### src/rtl/rvc_asap_pkg.sv
// Shared constants and types for the rvc_asap_5pl core.
// Holds the D_MEM map, the ebreak encoding and the dump FSM states.
package rvc_asap_pkg;

    localparam logic [31:0] D_MEM_OFST      = 32'h0000_1000;
    localparam int          D_MEM_NUM_WORDS = 1024;
    localparam logic [31:0] EBREAK_OPCODE   = 32'h0010_0073;

    typedef enum logic [2:0] {
        DUMP_IDLE,
        DUMP_RD_REQ,
        DUMP_RD_WAIT,
        DUMP_SEND,
        DUMP_DONE
    } t_dump_state;

endpackage

### src/rtl/rvc_asap_5pl_mem_dump.sv
// End-of-test D_MEM dumper: halts the core on the first ebreak
// and streams every data word out MSB first over a byte handshake.
module rvc_asap_5pl_mem_dump
    import rvc_asap_pkg::*;
#(
    parameter logic [31:0] D_MEM_OFFSET = D_MEM_OFST,
    parameter int          D_MEM_WORDS  = D_MEM_NUM_WORDS,
    parameter logic [31:0] EBREAK_OPC   = EBREAK_OPCODE
) (
    input  logic        Clock,
    input  logic        Rst,
    input  logic [31:0] InstructionQ101H,
    output logic        CoreHalt,
    output logic        DumpRdEn,
    output logic [31:0] DumpRdAddr,
    input  logic [31:0] DumpRdData,
    output logic        TxValid,
    output logic [7:0]  TxData,
    input  logic        TxReady,
    output logic        DumpBusy,
    output logic        DumpDone
);

    localparam int WCW = (D_MEM_WORDS > 1) ? $clog2(D_MEM_WORDS) : 1;
    localparam logic [WCW-1:0] LAST_WORD = WCW'(D_MEM_WORDS - 1);

    t_dump_state    state;
    t_dump_state    next_state;
    logic [WCW-1:0] word_cnt;
    logic [1:0]     byte_cnt;
    logic [31:0]    shreg;
    logic           tx_hs;
    logic           last_byte;

    assign tx_hs     = (state == DUMP_SEND) && TxReady;
    assign last_byte = (byte_cnt == 2'd3);

    always_comb begin
        next_state = state;
        unique case (state)
            DUMP_IDLE: begin
                if (InstructionQ101H == EBREAK_OPC)
                    next_state = DUMP_RD_REQ;
            end
            DUMP_RD_REQ:  next_state = DUMP_RD_WAIT;
            DUMP_RD_WAIT: next_state = DUMP_SEND;
            DUMP_SEND: begin
                if (tx_hs && last_byte)
                    next_state = (word_cnt == LAST_WORD) ?
                                 DUMP_DONE : DUMP_RD_REQ;
            end
            DUMP_DONE:    next_state = DUMP_DONE;
            default:      next_state = DUMP_IDLE;
        endcase
    end

    always_ff @(posedge Clock) begin
        if (Rst) begin
            state    <= DUMP_IDLE;
            word_cnt <= '0;
            byte_cnt <= '0;
            shreg    <= '0;
        end else begin
            state <= next_state;
            if (state == DUMP_RD_WAIT) begin
                shreg    <= DumpRdData;
                byte_cnt <= '0;
            end else if (tx_hs) begin
                // Shift so the outgoing byte is always shreg[31:24]
                shreg    <= {shreg[23:0], 8'h00};
                byte_cnt <= byte_cnt + 2'd1;
                if (last_byte && (word_cnt != LAST_WORD))
                    word_cnt <= word_cnt + WCW'(1);
            end
        end
    end

    assign CoreHalt   = (state != DUMP_IDLE);
    assign DumpRdEn   = (state == DUMP_RD_REQ);
    assign DumpRdAddr = DumpRdEn ?
                        D_MEM_OFFSET + (32'(word_cnt) << 2) : '0;
    assign TxValid    = (state == DUMP_SEND);
    assign TxData     = TxValid ? shreg[31:24] : '0;
    assign DumpBusy   = (state != DUMP_IDLE) && (state != DUMP_DONE);
    assign DumpDone   = (state == DUMP_DONE);

endmodule

### config.mk
export PLATFORM = sky130hd
export DESIGN_NAME = rvc_asap_5pl_mem_dump
export DESIGN_NICKNAME = d
export VERILOG_FILES = /design/src/rtl/rvc_asap_pkg.sv /design/src/rtl/rvc_asap_5pl_mem_dump.sv
export SDC_FILE = /design/constraint.sdc
export NUM_CORES = 1
export LEC_CHECK = 0
export ABC_AREA = 1
export CORE_MARGIN = 8
export CORE_UTILIZATION = 43
export CTS_CLUSTER_SIZE = 24
export DETAILED_ROUTE_END_ITERATION = 7
export GPL_TIMING_DRIVEN = 0
export PLACE_DENSITY = 0.87
export SLEW_MARGIN = 20
export SYNTH_ARGS = -nofsm -noshare
export SYNTH_HDL_FRONTEND = slang
export SYNTH_SLANG_ARGS = --single-unit
export TNS_END_PERCENT = 50
### constraint.sdc
create_clock -name Clock -period 1.9 [get_ports Clock]
set_clock_uncertainty 0.05 [all_clocks]
set_input_delay 0.285 -clock Clock [delete_from_list [all_inputs] [get_ports Clock]]
set_output_delay 0.285 -clock Clock [all_outputs]
set_load 0.005 [all_outputs]
# [Word-level counts from Yosys, hierarchy flattened]
# Index checks and enable logic that the tools add are counted.
# Widths: inputs -> output; s select.
[word_totals] mem_count=0 regBits=47 romBits=0 output_inout_bits=45 latch_bits=0 wordCells=37 ramBits=0
[classes] n_shift=0 n_div=0 add_sub_neg=3 eq_ne=11 order_cmp=0 n_reduce_logical=10 n_bitwise=1 n_mul=0 mux=8
[op_table] operator="$mux 32" n=2
[op_table] operator="$eq 32x21->1 const B" n=1
[op_table] operator="$pmux 3 s5" n=1
[op_table] operator="$add 13x12->14 const A" n=1
[op_table] operator="$mux 14" n=1
[op_table] operator="$add 10x1->10 const B" n=1
[op_table] operator="$eq 10x10->1 const B" n=1
[op_table] operator="$ne 10x10->1 const B" n=1
[op_table] operator="$mux 3" n=3
[op_table] operator="$mux 8" n=1
[op_table] operator="$eq 3x2->1 const B" n=2
[op_table] operator="$logic_and 1x1->1" n=4
[op_table] operator="$eq 3x1->1 const B" n=1
[op_table] operator="$eq 3x3->1 const B" n=1
[op_table] operator="$logic_not 3->1" n=1
[op_table] operator="$ne 3x3->1 const B" n=1
[op_table] operator="$reduce_and 3->1" n=1
[op_table] operator="$reduce_bool 3->1" n=1
[op_table] operator="$add 2x1->2 const B" n=1
[op_table] operator="$eq 2x2->1 const B" n=1
[op_table] operator="$ne 2x1->1 const B" n=1
[op_table] operator="$ne 2x2->1 const B" n=1
[op_table] operator="$reduce_and 2->1" n=1
[op_table] operator="$reduce_bool 2->1" n=1
[op_table] operator="2 further kinds" n=2

# [Depth between registers and ports, before layout]
# Gate-level depths: netlist (run 1).
[depth] ltp_word=5 depth_mapped=10 ltp_nobuf=10

# [Worst setup path before layout (run 1)]
# Ideal clock, no wire load.
[synth_timing] path_kind="register to register" startpoint="register word_cnt[0]" endpoint="register word_cnt[1]" t_arrival_ns=1.392 path_buffers=1 t_required_ns=1.734 path_slack_ns=0.342 setup_ns=0.116 stages_incl_launch_ff=10 cell_sequence="dfxtp_1 > ha_1 > inv_1 > nor2_2 > nand2_1 > nor2_2 > nor2_4 > buf_6 > o21ai_0 > nor2_1"
[synth_via] elab_chain_len=3
[synth_lines] element="start: declaration" line="rvc_asap_5pl_mem_dump.sv:29" rtl="logic [WCW-1:0] word_cnt;"
[synth_lines] element="start signal: assignment" line="rvc_asap_5pl_mem_dump.sv:73" rtl="word_cnt <= word_cnt + WCW'(1);"
[synth_lines] element="parallel branches: the longest is 3 deep, another holds $add 10x1->10"
# Parallel ways; which one is timed is not known.
# A chain may end at the register's enable or synchronous reset.

# [Worst setup path after layout (run 1)]
[layout_timing] startpoint="register state[1]" endpoint="output port CoreHalt"
[layout_via] elab_chain_len=1
[layout_lines] element="start: declaration" line="rvc_asap_5pl_mem_dump.sv:27" rtl="t_dump_state state;"
[layout_lines] element="start signal: assignment" line="rvc_asap_5pl_mem_dump.sv:64" rtl="state <= next_state;"
[layout_lines] element="$reduce_bool 3->1" line="rvc_asap_5pl_mem_dump.sv:78" rtl="assign CoreHalt = (state != DUMP_IDLE);"
[layout_lines] element="end: declaration" line="rvc_asap_5pl_mem_dump.sv:13" rtl="output logic CoreHalt,"
# No other way between the ends.

==> impl_metrics.json, run 1 <==
{
  "die-area_mm2": 0.00911,
  "synth_compound_area_share_pct": 14.2,
  "setup_viol": 0,
  "synth_cell_types": 30,
  "power_density_mw_per_mm2": 585,
  "min_delay_path_depth": 2,
  "clk_latency_ns": 0.31,
  "drt-wirelength-per-cell_um": 12.7,
  "fp.dieW_um": 95.4,
  "regArea_um2": 955,
  "cts.reportedPaths.clkPinSlew_ns": 0.10,
  "start_util_pct": 43.5,
  "crit_type": "reg2out",
  "synth_simple_gate_area_share_pct": 31.8,
  "layout_setup_ws_ns": 0.0209,
  "avgViaCountPerCell": 4.67,
  "post-route-period-util_pct": 98.9,
  "rsz0062_at_grt": "true",
  "grt_usage_pct": 16.3,
  "numCtsBuffers": 5,
  "yosysWarnings": 0,
  "drt-total-wl_um": 7750,
  "num-fill-cells": 567,
  "holdBufCountCts": 0,
  "power_w": 0.00233,
  "worstRegToRegCells": 11,
  "synth_top_family_by_area": "simple AND/OR/NAND/NOR gates",
  "post-route-min-period_ns": 1.88,
  "ir_drop_mv": 0.484,
  "postPlaceCellArea_mm2": 0.00377,
  "max_slew.worst_pin.slew_ns": 0.513,
  "cts_max_path_buffers": 2,
  "drv_slew": 0,
  "end_kind": "output pin",
  "pin_count": 112,
  "hold_ws_ns": 0.326,
  "synth_mux_area_share_pct": 0,
  "relSlewSlack_pct": 65.8,
  "cts-root-buf": "clkbuf_8",
  "antennaDiodeCount": 0,
  "cp-start-kind": "register",
  "areaGrowthSynthToFinish_pct": 46.7,
  "dr.pass1.iters": 4,
  "final_area_mm2": 0.00398,
  "cts_tree": "built",
  "antenna_found_initial": 0,
  "grt_pass1_vias": 2687,
  "io_buffers": 89,
  "hp-start": "Rst",
  "worst_ep_arrival_time_ns": 1.54,
  "drive_gt1_share_pct": 12.8,
  "grt_pass1_wl_um": 11800,
  "cellLeakagePower_nw": 1.91,
  "grt_max_degree": 16,
  "worstHoldEndpoint": "shreg[4]$_SDFFE_PP0P_",
  "drc": 0,
  "synth-seq-cells": 47,
  "rr_endpoint": "word_cnt[5]$_SDFFE_PP0P_",
  "routabilityCongestion": 0.838,
  "fmax_ghz": 0.532,
  "rrSetupSlack_ns": 0.15,
  "multi_input_area_mm2": 0.00142,
  "cts.sinks": 47,
  "worstPathMaxFanout": 4,
  "synth_area_per_cell_um2": 6.62,
  "synth_fa_ha_area_share_pct": 0.923,
  "syn_area_mm2": 0.00271,
  "nets": 601,
  "ant_nets": 0,
  "crit_required_ns": 1.56,
  "postSynthCellCount": 410,
  "die_h_um": 95.4,
  "final_cell_mix": "nand2_1, clkdlybuf4s50_1, inv_1",
  "status": "finished, final reports clean",
  "ys_seq_area_share_pct": 34.7,
  "place_ws_ns": -0.299,
  "drt_iter0_drc": 151,
  "hold_violations": 0,
  "cts.htree.levels": 2,
  "vias": 2848,
  "drv_cap": 0,
  "dp_hpwl_um": 5880,
  "fp.coreArea_mm2": 0.00624,
  "hold_path.class": "in2reg",
  "fin_util_pct": 63.8,
  "final_common_cell": "nand2_1",
  "rr_startpoint": "state[0]$_SDFFE_PP0P_",
  "synth-xor-area-share_pct": 0.969,
  "rows": 29,
  "overflow": 0
}
cell families (layout without fill, tap and decap cells):
logic type / Yosys count / after routing
buf+inv: 96 / 198
flops: 47 / 47
other cells: 1 / 21
xor+xnor: 3 / 3
simple gates: 203 / 204
compound gates: 58 / 58
fa+ha+maj: 2 / 2
stage by stage:
stage,setup TNS (ns),cells
detailed placement,-2.71,596
finish,0,610
global placement,-1.99,596
CTS,-0.412,605
global route,-0.116,610
floorplan,0,430
routing by layer:
metal	up-vias	share of wire, %	global-route usage [%]
met1	1254	39	17.1
met5	-	0	0
met4	0	1.6	5.38
met2	91	53	31.0
met3	16	7.1	3.86
li1	1487	-	-
synthesized netlist by cell type, drive strengths merged:
cell	number	share of area, %
a31oi	9	2.1
o211a	16	5.9
xor2	3	0.97
nand2	128	18
nand4	1	0.23
ha	2	0.92
a21boi	1	0.28
nor2	47	7.2
conb	1	0.14
nand3	23	4.7
a21oi	19	3.5
inv	57	7.9
nor3	2	0.78
and2	1	0.23
buf	30	8.2
o21ai	13	2.4
or2	1	0.23
clkbuf	9	1.2
dfxtp	47	35
worst max path at each step:
| stage | cells past startpoint | slack [ns] | endpoint | start |
|---|---|---|---|---|
| after detailed placement | 6 | -0.30 | DumpRdAddr[3] | state[0]$_SDFFE_PP0P_ |
| after global routing | 5 | -0.06 | CoreHalt | state[1]$_SDFFE_PP0P_ |
| final | 5 | 0.02 | CoreHalt | state[1]$_SDFFE_PP0P_ |
| after global placement | 6 | -0.23 | DumpRdAddr[10] | state[0]$_SDFFE_PP0P_ |
| after floorplan | 9 | 0.34 | word_cnt[1]$_SDFFE_PP0P_ | word_cnt[0]$_SDFFE_PP0P_ |
| after CTS | 4 | -0.09 | TxData[1] | state[0]$_SDFFE_PP0P_ |
layout make-up:
| cell class | count | share of cell area [%] |
|---|---|---|
| Timing Repair Buffer | 95 | 23.8 |
| Clock inverter | 2 | 0.409 |
| Buffer | 38 | 6.35 |
| Multi-Input combinational cell | 288 | 35.7 |
| Tap cell | 77 | 2.42 |
| Inverter | 57 | 5.56 |
| Clock buffer | 6 | 1.82 |
| Sequential cell | 47 | 24.0 |
power by group:
group	switching (W)	total, W	internal [W]	leakage, nW
logic	0.000284	0.000591	0.000307	1.49
registers	0.0000495	0.00111	0.00107	0.383
clock network	0.000359	0.000624	0.000265	0.0418
total	0.000693	0.00233	0.00164	1.91
flip-flops by register name, indices dropped and copies added (netlist names):
register and cells:
state 3, shreg 32, word_cnt 10, byte_cnt 2
worst max-delay path, cell delays in order (launching register included):
cell             delay [ns]
dfxtp_4                0.42
inv_2                  0.07
nand2_1                0.11
nor2_1                 0.07
inv_1                  0.05
clkdlybuf4s50_1        0.51
repair_timing:
action,CTS,global route
resized for setup,21,22
pin swaps,2,2
setup endpoints to repair,24,20
buffers inserted,2,4
gates cloned,0,1
No activity file was read; power rests on OpenSTA's default activity.
==> run 2: changes to the inputs <==
--- a/config.mk
+++ b/config.mk
@@ -6,11 +6,13 @@
 export NUM_CORES = 1
 export LEC_CHECK = 0
 export ABC_AREA = 1
+export ABC_CLOCK_PERIOD_IN_PS = 1900
 export CORE_MARGIN = 8
 export CORE_UTILIZATION = 43
 export CTS_CLUSTER_SIZE = 24
 export DETAILED_ROUTE_END_ITERATION = 7
 export GPL_TIMING_DRIVEN = 0
+export MAX_ROUTING_LAYER = met4
 export PLACE_DENSITY = 0.87
 export SLEW_MARGIN = 20
 export SYNTH_ARGS = -nofsm -noshare
==> impl_metrics.json, run 2 (same netlist as run 1, synthesis figures left out) <==
{
  "setup_viol": 0,
  "fmax_ghz": 0.531,
  "areaGrowthSynthToFinish_pct": 46.7,
  "relSlewSlack_pct": 65.0,
  "num-fill-cells": 567,
  "pin_count": 112,
  "crit_required_ns": 1.56,
  "routabilityCongestion": 0.851,
  "ant_nets": 0,
  "final_cell_mix": "nand2_1, clkdlybuf4s50_1, inv_1",
  "top_register": "shreg",
  "worstPathMaxFanout": 4,
  "cts-root-buf": "clkbuf_8",
  "drt-total-wl_um": 7720,
  "rrSetupSlack_ns": 0.15,
  "max_slew.worst_pin.slew_ns": 0.524,
  "io_buffers": 89,
  "overflow": 0,
  "min_delay_path_depth": 2,
  "cp-start-kind": "register",
  "slowest_delay_ns": 0.51,
  "nets": 601,
  "cts_max_path_buffers": 2,
  "holdBufCountCts": 0,
  "fp.dieW_um": 95.4,
  "grt_max_degree": 16,
  "drive_gt1_share_pct": 12.8,
  "cts.htree.levels": 2,
  "final_area_mm2": 0.00398,
  "rows": 29,
  "rr_endpoint": "word_cnt[5]$_SDFFE_PP0P_",
  "largest_register_ffs": 32,
  "cellLeakagePower_nw": 1.91,
  "ir_drop_mv": 0.485,
  "worstHoldEndpoint": "shreg[4]$_SDFFE_PP0P_",
  "avgViaCountPerCell": 4.67,
  "path_cells": "inv_2 > nand2_1 > nor2_1 > inv_1 > clkdlybuf4s50_1",
  "dp_hpwl_um": 5880,
  "clk_latency_ns": 0.31,
  "hold_path.class": "in2reg",
  "hold_violations": 0,
  "antennaDiodeCount": 0,
  "numCtsBuffers": 5,
  "cts.reportedPaths.clkPinSlew_ns": 0.10,
  "grt_pass1_wl_um": 11800,
  "status": "finished, final reports clean",
  "dr.pass1.iters": 4,
  "setup_tns_ns": 0,
  "post-route-min-period_ns": 1.88,
  "fp.coreArea_mm2": 0.00624,
  "crit_type": "reg2out",
  "place_ws_ns": -0.299,
  "layout_setup_ws_ns": 0.0175,
  "drv_slew": 0,
  "vias": 2846,
  "drt-wirelength-per-cell_um": 12.6,
  "drc": 0,
  "fin_util_pct": 63.8,
  "cp_slowest_cell": "clkdlybuf4s50_1",
  "start_util_pct": 43.5,
  "power_w": 0.00233,
  "hp-start": "Rst",
  "rr_startpoint": "state[0]$_SDFFE_PP0P_",
  "drv_cap": 0,
  "worst_ep_arrival_time_ns": 1.55,
  "post-route-period-util_pct": 99.1,
  "end_kind": "output pin",
  "cts.sinks": 47,
  "power_density_mw_per_mm2": 585,
  "postPlaceCellArea_mm2": 0.00377,
  "rsz0062_at_grt": "true",
  "die-area_mm2": 0.00911,
  "largestRegisters": "shreg x32, word_cnt x10, state x3",
  "cts_tree": "built",
  "die_h_um": 95.4,
  "drt_iter0_drc": 145,
  "worstRegToRegCells": 11,
  "final_common_cell": "nand2_1",
  "grt_pass1_vias": 2688,
  "grt_usage_pct": 16.8,
  "antenna_found_initial": 0
}
## run 2: worst max path at each step
stage	start	end	slack [ns]	depth (start not counted)
after floorplan	word_cnt[0]$_SDFFE_PP0P_	word_cnt[1]$_SDFFE_PP0P_	0.34	9
after global placement	state[0]$_SDFFE_PP0P_	DumpRdAddr[10]	-0.23	6
after detailed placement	state[0]$_SDFFE_PP0P_	DumpRdAddr[3]	-0.30	6
after CTS	state[0]$_SDFFE_PP0P_	TxData[1]	-0.09	4
after global routing	state[1]$_SDFFE_PP0P_	CoreHalt	-0.06	5
final	state[1]$_SDFFE_PP0P_	CoreHalt	0.02	5
## run 2: power by group
group / switching [W] / leakage (nW) / total [W] / internal, W
Sequential: 0.0000488 / 0.383 / 0.00111 / 0.00107
Combinational: 0.000283 / 1.49 / 0.000590 / 0.000307
Clock: 0.000361 / 0.0418 / 0.000626 / 0.000265
Total: 0.000693 / 1.91 / 0.00233 / 0.00164
## run 2: area by class of cell
type | instances | area (um^2) | share of cell area [%]
Timing Repair Buffer | 95 | 946 | 23.8
Tap cell | 77 | 96.3 | 2.42
Clock inverter | 2 | 16.3 | 0.409
Clock buffer | 6 | 72.6 | 1.82
Sequential cell | 47 | 955 | 24.0
Multi-Input combinational cell | 288 | 1420 | 35.7
Buffer | 38 | 253 | 6.35
Inverter | 57 | 221 | 5.56
## run 2: layer usage
metal,share of wire (%),vias to the layer above,global-route usage (%)
li1,-,1487,-
met1,40,1259,17.7
met2,53,84,30.8
met3,6.0,16,3.07
met4,1.6,0,5.38
met5,0,-,-
## run 2: metrics by stage
step,hold slack (ns),std cells
global placement,0.398,596
finish,0.327,610
detailed placement,0.405,596
CTS,0.326,605
floorplan,0.384,430
global route,0.346,610
## run 2: critical path: cells and delay by family, from the launching register on
kind,cells,cell delay (ns)
simple gates,2,0.19
buf+inv,3,0.63
flops,1,0.42
## run 2: timing repair
| item | CTS | global route |
|---|---|---|
| setup buffers | 2 | 4 |
| resized for setup | 21 | 22 |
| setup endpoints to repair | 24 | 20 |
| cloned | 0 | 1 |
| pin swaps | 2 | 2 |
==> run 3: changes to the inputs <==
--- a/config.mk
+++ b/config.mk
@@ -7,13 +7,15 @@
 export LEC_CHECK = 0
 export ABC_AREA = 1
 export ABC_CLOCK_PERIOD_IN_PS = 1900
+export CORE_ASPECT_RATIO = 1.4
 export CORE_MARGIN = 8
-export CORE_UTILIZATION = 43
+export CORE_UTILIZATION = 45
+export CTS_BUF_LIST = sky130_fd_sc_hd__clkbuf_4
 export CTS_CLUSTER_SIZE = 24
 export DETAILED_ROUTE_END_ITERATION = 7
 export GPL_TIMING_DRIVEN = 0
 export MAX_ROUTING_LAYER = met4
-export PLACE_DENSITY = 0.87
+export PLACE_DENSITY = 0.91
 export SLEW_MARGIN = 20
 export SYNTH_ARGS = -nofsm -noshare
 export SYNTH_HDL_FRONTEND = slang
==> impl_metrics.json, run 3 (same netlist as run 1, synthesis figures left out) <==
{
  "drt-total-wl_um": 8350,
  "nets": 609,
  "avgViaCountPerCell": 4.91,
  "clk_latency_ns": 0.37,
  "hold_path.class": "in2reg",
  "relSlewSlack_pct": 66.1,
  "grt_usage_pct": 18.2,
  "drive_gt1_share_pct": 16.6,
  "rsz0062_at_grt": "true",
  "status": "complete, but fails checks",
  "cellLeakagePower_nw": 1.91,
  "die-area_mm2": 0.00880,
  "pin_count": 112,
  "cts.htree.levels": 2,
  "start_util_pct": 46.3,
  "critPathLaunch": "state[1]$_SDFFE_PP0P_",
  "cts.reportedPaths.clkPinSlew_ns": 0.14,
  "cp_top_family": "buffers and inverters",
  "drc": 0,
  "pwr-share-clk_pct": 21.2,
  "hold_violations": 0,
  "hp-start": "Rst",
  "cp-start-kind": "register",
  "netSwitchingFraction_pct": 30.8,
  "end_kind": "output pin",
  "rr_startpoint": "state[0]$_SDFFE_PP0P_",
  "fp.coreArea_mm2": 0.00586,
  "path_cells": "inv_2 > nand2_2 > nor2_2 > inv_1 > clkdlybuf4s50_1",
  "drv_slew": 0,
  "crit_required_ns": 1.56,
  "max_slew.worst_pin.slew_ns": 0.509,
  "post-route-period-util_pct": 103,
  "vias": 3002,
  "cts_max_path_buffers": 2,
  "crit_buf_inv": 3,
  "drv_cap": 0,
  "ir_drop_mv": 0.535,
  "overflow": 0,
  "p_int_w": 0.00154,
  "combPwrFrac_pct": 28.5,
  "grt_max_degree": 16,
  "top_register": "shreg",
  "num-fill-cells": 504,
  "worstPathMaxFanout": 4,
  "setup_tns_ns": -0.0592,
  "largest_register_ffs": 32,
  "pwr-share-seq_pct": 50.3,
  "switchingPower_w": 0.000684,
  "io_buffers": 89,
  "areaGrowthSynthToFinish_pct": 47.4,
  "cts_tree": "built",
  "final_common_cell": "nand2_1",
  "fin_util_pct": 68.2,
  "cts.sinks": 47,
  "setup_viol": 1,
  "crit_type": "reg2out",
  "violations": "negative setup slack",
  "slowest_delay_ns": 0.45,
  "holdBufCountCts": 0,
  "drt-wirelength-per-cell_um": 13.7,
  "antennaDiodeCount": 0,
  "numCtsBuffers": 5,
  "cp_slowest_cell": "clkdlybuf4s50_1",
  "worst_ep_arrival_time_ns": 1.62,
  "final_cell_mix": "nand2_1, clkdlybuf4s50_1, inv_1",
  "ant_nets": 0,
  "cts-root-buf": "clkbuf_4",
  "fp.dieW_um": 81.6,
  "routabilityCongestion": 0.884,
  "power_density_mw_per_mm2": 556,
  "post-route-min-period_ns": 1.96,
  "die_h_um": 108,
  "fmax_ghz": 0.510,
  "layout_setup_ws_ns": -0.0592,
  "drt_iter0_drc": 214,
  "dr.pass1.iters": 5,
  "grt_pass1_vias": 2837,
  "rows": 33,
  "largestRegisters": "shreg x32, word_cnt x10, state x3",
  "dp_hpwl_um": 6250,
  "grt_pass1_wl_um": 12500,
  "antenna_found_initial": 0
}
## run 3: changes by cell type in the layout (fill, tap and decap cells not counted), moves of 2 or more
| cell | change |
|---|---|
| buf_4 | +9 |
| clkbuf_1 | -2 |
| clkbuf_8 | -5 |
| clkbuf_4 | +5 |
| dlygate4sd2_1 | -5 |
| nor2_1 | -5 |
| clkbuf_2 | +6 |
| nor2_2 | +4 |
## run 3: repair_timing
item,4_1_cts,5_1_grt
gates resized for setup,27,40
setup endpoints to repair,24,29
pin swaps,2,4
gates cloned,0,1
buffers inserted,4,10
endpoints found under the hold margin,0,0
## run 3: cell type report
class	count	area, um^2	area share (%)
clock buffer	5	37.5	0.939
multi-input combinational	288	1440	36.0
sequential	47	953	23.8
buffer	38	255	6.38
tap	70	87.6	2.19
inverter	57	221	5.54
timing repair buffer	103	986	24.7
clock inverter	3	20.0	0.501
## run 3: through the flow
| stage | setup slack (ns) | cell area (um^2) | hold slack [ns] | std cells | total power, W |
|---|---|---|---|---|---|
| 2_1_floorplan | 0.342 | 2790 | 0.384 | 430 | 0.00145 |
| 3_3_place_gp | -0.269 | 3770 | 0.398 | 589 | 0.00168 |
| 3_5_place_dp | -0.346 | 3770 | 0.410 | 589 | 0.00170 |
| 4_1_cts | -0.147 | 3860 | 0.269 | 600 | 0.00218 |
| 5_1_grt | -0.101 | 4000 | 0.276 | 611 | 0.00235 |
| 6_report | -0.0592 | 4000 | 0.286 | 611 | 0.00222 |
## run 3: metal layers
layer	global-route usage [%]	wire [um]	part of all wire (%)	vias up
li1	-	-	-	1497
met2	34.8	4690	56	120
met1	17.7	3010	36	1369
met3	2.93	498	6.0	16
met4	5.67	145	1.7	0
met5	-	0	0	-
## run 3: worst paths after layout
kind	to	slack [ns]	depth (start not counted)
worst max-delay path	CoreHalt	-0.06	5
worst min-delay path	shreg[6]$_SDFFE_PP0P_	0.29	2
worst max register to register	shreg[18]$_SDFFE_PP0P_	0.09	8
worst min register to register	shreg[1]$_SDFFE_PP0P_	0.42	2
## run 3: power groups by stage
stage | registers, W | clock network [W] | logic (W)
2_1_floorplan | 0.00112 | 0 | 0.000327
6_report | 0.00112 | 0.000470 | 0.000633
4_1_cts | 0.00111 | 0.000474 | 0.000593
3_5_place_dp | 0.00114 | 0 | 0.000565
5_1_grt | 0.00113 | 0.000527 | 0.000699
3_3_place_gp | 0.00113 | 0 | 0.000549
